==> config.mk <==
export PLATFORM = sky130hd
export DESIGN_NAME = id_hazard_scoreboard
export DESIGN_NICKNAME = d
export VERILOG_FILES = /design/src/rtl/id_hazard_scoreboard.sv
export SDC_FILE = /design/constraint.sdc
export NUM_CORES = 1
export LEC_CHECK = 0
export BUFFER_PORTS_ARGS = -buffer_cell sky130_fd_sc_hd__buf_2
export CORE_MARGIN = 1
export CORE_UTILIZATION = 49
export CTS_CLUSTER_DIAMETER = 100
export DETAILED_ROUTE_END_ITERATION = 8
export PLACE_DENSITY = 0.76
export SLEW_MARGIN = 20
export SYNTH_ARGS = -nofsm -noshare
export SYNTH_HDL_FRONTEND = slang
export SYNTH_SLANG_ARGS = --single-unit
==> constraint.sdc <==
create_clock -name clk -period 2.8 [get_ports clk]
set_clock_uncertainty 0.15 [all_clocks]
set_input_delay 0.84 -clock clk [delete_from_list [all_inputs] [get_ports clk]]
set_output_delay 0.84 -clock clk [all_outputs]
set_load 0.02 [all_outputs]
==> src/rtl/id_hazard_scoreboard.sv <==
// -----------------------------------------------------------------------------
// id_hazard_scoreboard
//
// Purpose: hazard scoreboard beside the decode stage. It keeps a shift-register
// record {v, rd, wr, ld} of the last STAGES in-flight instructions. Entry 0 is
// EX and entry STAGES-1 is the last stage before register-file write. From
// these records it derives the ID stall/bubble, the operand-forwarding selects
// and a saturating stall-cycle counter.
//
// Build option: macro HAZARD_FWD_EN.
//   defined   : results are forwarded. Only a load younger than LOAD_READY
//               stalls. A store whose data (rs2) comes from a load in EX takes
//               it late, at MEM (store_late_fwd).
//   undefined : there is no forwarding. Any match stalls until the producer
//               leaves the scoreboard, and all selects are 0.
//
// Ports:
//   clk, rst_n          clock, asynchronous active-low reset
//   id_valid            ID holds a real instruction
//   id_rs1/id_rs2       source register addresses, with id_rs1use/id_rs2use
//   id_rd, id_regwrite  destination register and its write enable
//   id_is_load          instruction is a load
//   id_is_store         instruction is a store (rs2 is the store data)
//   hold                global freeze; nothing advances
//   flush               discard the ID instruction (a bubble enters EX)
//   stall_id            hold PC and IF/ID, insert a bubble
//   fwd_a_sel/fwd_b_sel 0 = register file, k+1 = forward from entry k
//   store_late_fwd      store data taken from the entry-0 load at MEM
//   stall_cnt           saturating count of non-held stall cycles
// -----------------------------------------------------------------------------
module id_hazard_scoreboard #(
  parameter int STAGES     = 3,
  parameter int REG_AW     = 5,
  parameter int LOAD_READY = 1,
  parameter int SEL_W      = $clog2(STAGES + 1)
) (
  input  logic              clk,
  input  logic              rst_n,
  input  logic              id_valid,
  input  logic [REG_AW-1:0] id_rs1,
  input  logic [REG_AW-1:0] id_rs2,
  input  logic              id_rs1use,
  input  logic              id_rs2use,
  input  logic [REG_AW-1:0] id_rd,
  input  logic              id_regwrite,
  input  logic              id_is_load,
  input  logic              id_is_store,
  input  logic              hold,
  input  logic              flush,
  output logic              stall_id,
  output logic [SEL_W-1:0]  fwd_a_sel,
  output logic [SEL_W-1:0]  fwd_b_sel,
  output logic              store_late_fwd,
  output logic [31:0]       stall_cnt
);

  typedef struct packed {
    logic             found;
    logic             ld;
    logic [SEL_W-1:0] idx;
  } match_t;

  logic [STAGES-1:0] v_q, v_d, wr_q, wr_d, ld_q, ld_d;
  logic [REG_AW-1:0] rd_q [STAGES];
  logic [REG_AW-1:0] rd_d [STAGES];
  logic [31:0]       stall_cnt_q, stall_cnt_d;

  match_t            m1_s, m2_s;
  logic              rs1_haz_s, rs2_haz_s, store_exc_s, stall_s;
  logic [SEL_W-1:0]  fwd_a_s, fwd_b_s;

  // Youngest matching producer for one source. The scan runs from oldest to
  // youngest, so a younger match overwrites an older one. x0 never matches.
  function automatic match_t find_youngest(input logic [REG_AW-1:0] src,
                                           input logic              src_use);
    match_t m;
    m = '0;
    for (int k = STAGES - 1; k >= 0; k--) begin
      if (src_use && v_q[k] && wr_q[k] && (rd_q[k] != '0) && (rd_q[k] == src)) begin
        m.found = 1'b1;
        m.ld    = ld_q[k];
        m.idx   = SEL_W'(k);
      end
    end
    return m;
  endfunction

  // Source-operand match search against the in-flight records.
  always_comb begin
    m1_s = find_youngest(id_rs1, id_rs1use);
    m2_s = find_youngest(id_rs2, id_rs2use);
  end

`ifdef HAZARD_FWD_EN
  // Forwarding build: only a load that is still too young to forward stalls.
  // A store whose data depends on the EX load is the exception: that data is
  // not needed until MEM, so it is forwarded late and no stall is taken.
  always_comb begin
    rs1_haz_s   = m1_s.found & m1_s.ld & (int'(m1_s.idx) < LOAD_READY);
    store_exc_s = m2_s.found & m2_s.ld & (int'(m2_s.idx) < LOAD_READY)
                & id_is_store & (m2_s.idx == '0);
    rs2_haz_s   = m2_s.found & m2_s.ld & (int'(m2_s.idx) < LOAD_READY) & ~store_exc_s;
    fwd_a_s     = (id_valid && m1_s.found) ? (m1_s.idx + SEL_W'(1)) : '0;
    fwd_b_s     = (id_valid && m2_s.found) ? (m2_s.idx + SEL_W'(1)) : '0;
  end
`else
  logic fwd_unused_s;
  // Interlock-only build: any live producer of a source stalls.
  always_comb begin
    rs1_haz_s   = m1_s.found;
    rs2_haz_s   = m2_s.found;
    store_exc_s = 1'b0;
    fwd_a_s     = '0;
    fwd_b_s     = '0;
  end
  // Inputs and parameters that only the forwarding build consumes.
  assign fwd_unused_s = ^{id_is_store, m1_s.ld, m2_s.ld, m1_s.idx, m2_s.idx,
                          (LOAD_READY > 0)};
`endif

  // A flush discards the ID instruction, so it overrides any hazard.
  always_comb begin
    stall_s = id_valid & ~flush & (rs1_haz_s | rs2_haz_s);
  end

  // Next-state computation for the records and the stall counter. While hold
  // is high, everything keeps its value.
  always_comb begin
    v_d         = v_q;
    wr_d        = wr_q;
    ld_d        = ld_q;
    rd_d        = rd_q;
    stall_cnt_d = stall_cnt_q;
    if (!hold) begin
      for (int k = 1; k < STAGES; k++) begin
        v_d[k]  = v_q[k-1];
        wr_d[k] = wr_q[k-1];
        ld_d[k] = ld_q[k-1];
        rd_d[k] = rd_q[k-1];
      end
      v_d[0]  = id_valid & ~stall_s & ~flush;
      wr_d[0] = id_regwrite;
      ld_d[0] = id_is_load;
      rd_d[0] = id_rd;
      if (stall_s && (stall_cnt_q != 32'hFFFF_FFFF)) begin
        stall_cnt_d = stall_cnt_q + 32'd1;
      end else begin
        stall_cnt_d = stall_cnt_q;
      end
    end else begin
      stall_cnt_d = stall_cnt_q;
    end
  end

  // Record and counter registers. Reset discards every in-flight record.
  always_ff @(posedge clk or negedge rst_n) begin
    if (!rst_n) begin
      v_q         <= '0;
      wr_q        <= '0;
      ld_q        <= '0;
      stall_cnt_q <= 32'd0;
      for (int k = 0; k < STAGES; k++) begin
        rd_q[k] <= '0;
      end
    end else begin
      v_q         <= v_d;
      wr_q        <= wr_d;
      ld_q        <= ld_d;
      rd_q        <= rd_d;
      stall_cnt_q <= stall_cnt_d;
    end
  end

  assign stall_id       = stall_s;
  assign fwd_a_sel      = fwd_a_s;
  assign fwd_b_sel      = fwd_b_s;
  assign store_late_fwd = id_valid & store_exc_s;
  assign stall_cnt      = stall_cnt_q;

endmodule

==> results by group <==
Routing
  • DR vias: 2,122
  • Post-route DRC: 0
  • Post-route ant nets: 0
  • DR pass1 iterations: 4
  • DR iter-0 viols: 122
  • Vias per Instance: 5.37
  • Final WL: 5780 um
  • Wire length per cell: 14.6 um

Placement
  • # port buffers: 55
  • Area post-placement: 3220 sq um
  • Gp weighted congestion: 0.807
  • Hpwl dp: 4280 um

CTS
  • Clk_lat worst skew: 0.30 ns
  • CTS Buf Count: 5
  • Clock Tree Root: clkbuf_8
  • Clock Sinks: 53
  • H-Tree Depth: 2
  • Hold Buf Count CTS: 0
  • Max clock buf depth: 2
  • Reg clk slew, reported paths: 0.08 ns
  • CTS tree: yes

Setup path
  • CP max FO: 3
  • Crit path kind: input port to output port
  • CP arrival: 2.09 ns
  • Worst reg-to-reg path cell count: 8
  • Critical path required time: 1.81 ns
  • CP Capture Type: output port
  • Worst R2R Setup Slack: 0.23 ns
  • CP Launch Type: input port

Yosys
  • Post-synth EDFFs: 0
  • Most used DFF post-synth: dfrtp_1
  • Yosys cell types: 34
  • Mapped Cells: 258
  • Yosys reg bits: 53
  • Synthesized area per cell: 11.1 sq um
  • Ys Warns: 0
  • Syn Std Cell Area: 2850 sq um
  • Sequential area share after synthesis: 46.5%
  • FFs w/ async S/R, synth: 100%

Pwr
  • PD cells: 445 nW/um^2
  • Peak VDD IR: 0.261 mV
  • Lkg Pwr: 1.53 nW

Cells and area
  • Ant. Diodes: 0
  • Fillers: 471
  • Area grow syn2layout: 17.7%
  • Final Instance Area: 3360 sq um
  • Final #Nets: 348
  • Share of cells above drive strength 1: 31.9%
  • Final core occ: 60.3%

Outcome
  • Failing checks: setup timing
  • Outcome: finished with violations

Floorplan
  • Core box area: 5570 sq um
  • IO Pins: 63
  • Number of core rows: 27
  • Die Ht: 78.3 um
  • Die area: 6130 sq um
  • Die width: 78.3 um
  • Initial Util: 51.2%

STA
  • Minimum clock period: 3.08 ns
  • Final hold vios: 0
  • Count of pins over their slew limit: 0
  • Fin Hold WS: 0.332 ns
  • Fmax: 0.324 GHz
  • Crit share post-route: 110%
  • RSZ-0062 raised after global routing: yes
  • Final setup vio count: 1
  • Final worst slack: -0.282 ns

Global route
  • GR Overflow Total: 0
  • Antenna violations before repair: 0
  • Vias in the first global route: 2,060
  • GRT Overall Usage: 20.4%
  • First-pass GRT wire length: 9900 um
  • Largest net degree at the start of global routing: 32

Run
  • Max Cap Violations: 0

Hold path
  • Hold/Removal Path Class: input port to asynchronous set/reset pin
==> repair_timing <==
item	4_1_cts	5_1_grt
endpoints found under the hold margin	0	0
cloned	0	0
pin swaps	2	8
gates resized for setup	3	10
setup endpoints to repair	1	3
setup buffers	0	0
==> sequential cells by signal, indices dropped and copies added (netlist names) <==
signal,flops
v_q,3
wr_q,3
stall_cnt,32
rd_q,15
==> layout by cell type, fill, tap and decap left out, types with 2 or more instances in the layout <==
cell / netlist / routed
clkbuf_1: 4 / 2
nor3_1: 6 / 6
nor4_2: 0 / 3
mux2_2: 20 / 20
nand2_1: 15 / 15
xnor2_1: 37 / 37
buf_4: 5 / 11
inv_1: 3 / 3
conb_1: 1 / 5
buf_2: 0 / 52
xor2_1: 24 / 22
nor2_1: 6 / 6
o211ai_1: 3 / 3
nor4_1: 8 / 5
dfrtp_1: 53 / 53
or4_1: 3 / 3
nand4_1: 14 / 14
a21o_1: 3 / 3
and3_1: 8 / 8
clkbuf_8: 0 / 5
xor2_2: 0 / 2
nand3_1: 26 / 26
buf_6: 4 / 2
==> final timing paths <==
| check | startpoint | to |
|---|---|---|
| worst max-delay path | id_rs1[2] | stall_id |
| worst min-delay path | rst_n | rd_q[13]$_DFFE_PN0N_ |
| worst max register to register | rd_q[13]$_DFFE_PN0N_ | stall_cnt[1]$_DFFE_PN0P_ |
| worst min register to register | stall_cnt[9]$_DFFE_PN0P_ | stall_cnt[9]$_DFFE_PN0P_ |
| max in group asynchronous | rst_n | stall_cnt[1]$_DFFE_PN0P_ |
| min in group clk | stall_cnt[9]$_DFFE_PN0P_ | stall_cnt[9]$_DFFE_PN0P_ |
==> through the flow <==
stage / setup slack (ns) / TNS [ns] / total power, W / instances
3_3_place_gp: -0.383 / -3.83 / 0.00108 / 387
4_1_cts: -0.319 / -0.319 / 0.00150 / 395
3_5_place_dp: -0.384 / -4.21 / 0.00109 / 387
6_report: -0.282 / -0.282 / 0.00149 / 395
5_1_grt: -0.351 / -0.384 / 0.00158 / 395
2_1_floorplan: -0.139 / -0.139 / 0.00101 / 262
==> worst max-delay path, stage by stage <==
cell and delay [ns]:
buf_2 0.13, xor2_1 0.15, nor4_2 0.27, nand3_1 0.10, a21o_1 0.23, a31oi_4 0.23
buf_6 0.15
==> per-layer routing <==
| metal | up-vias | share of wire (%) | wire length, um | GRT usage (%) |
|---|---|---|---|---|
| met5 | - | 0 | 0 | 0 |
| met4 | 0 | 1.4 | 80 | 7.04 |
| met3 | 8 | 3.7 | 215 | 3.37 |
| met2 | 45 | 49 | 2810 | 32.0 |
| met1 | 1042 | 46 | 2680 | 28.7 |
| li1 | 1027 | - | - | - |
==> area by class of cell <==
| class | instances | area, sq um | share of cell area [%] |
|---|---|---|---|
| sequential | 53 | 1330 | 39.5 |
| inverter | 3 | 11.3 | 0.335 |
| multi-input combinational | 193 | 1470 | 43.7 |
| clock buffer | 7 | 76.3 | 2.27 |
| tap | 72 | 90.1 | 2.68 |
| timing repair buffer | 66 | 380 | 11.3 |
| clock inverter | 1 | 7.51 | 0.223 |
==> cell families after synthesis <==
group	Yosys count	synth area share (%)
xor gates and xnor gates	61	18.7
DFF	53	46.5
AOI/OAI and AO/OA	9	2.89
other	1	0.131
buffers and inverters	16	3.81
muxes	21	8.42
and+or+nand+nor	96	19.1
adders and majority gates	1	0.438
==> synthesized netlist by cell type, drive strengths merged, types with 4 or more instances <==
| cell type | count | area share (%) |
|---|---|---|
| and3 | 8 | 1.8 |
| nor2 | 6 | 0.79 |
| xnor2 | 37 | 11 |
| mux2 | 21 | 8.4 |
| xor2 | 24 | 7.4 |
| nand3 | 26 | 4.6 |
| buf | 9 | 2.9 |
| nor4 | 8 | 1.8 |
| dfrtp | 53 | 46 |
| clkbuf | 4 | 0.53 |
| nor3 | 7 | 1.4 |
| nand4 | 15 | 3.8 |
| nand2 | 15 | 2.0 |
==> power by group <==
group	internal [W]	switching, W
logic	0.000113	0.000101
registers	0.000812	0.0000634
clock network	0.000177	0.000227
total	0.00110	0.000392
Note: power is estimated with default switching activity, not from simulation.
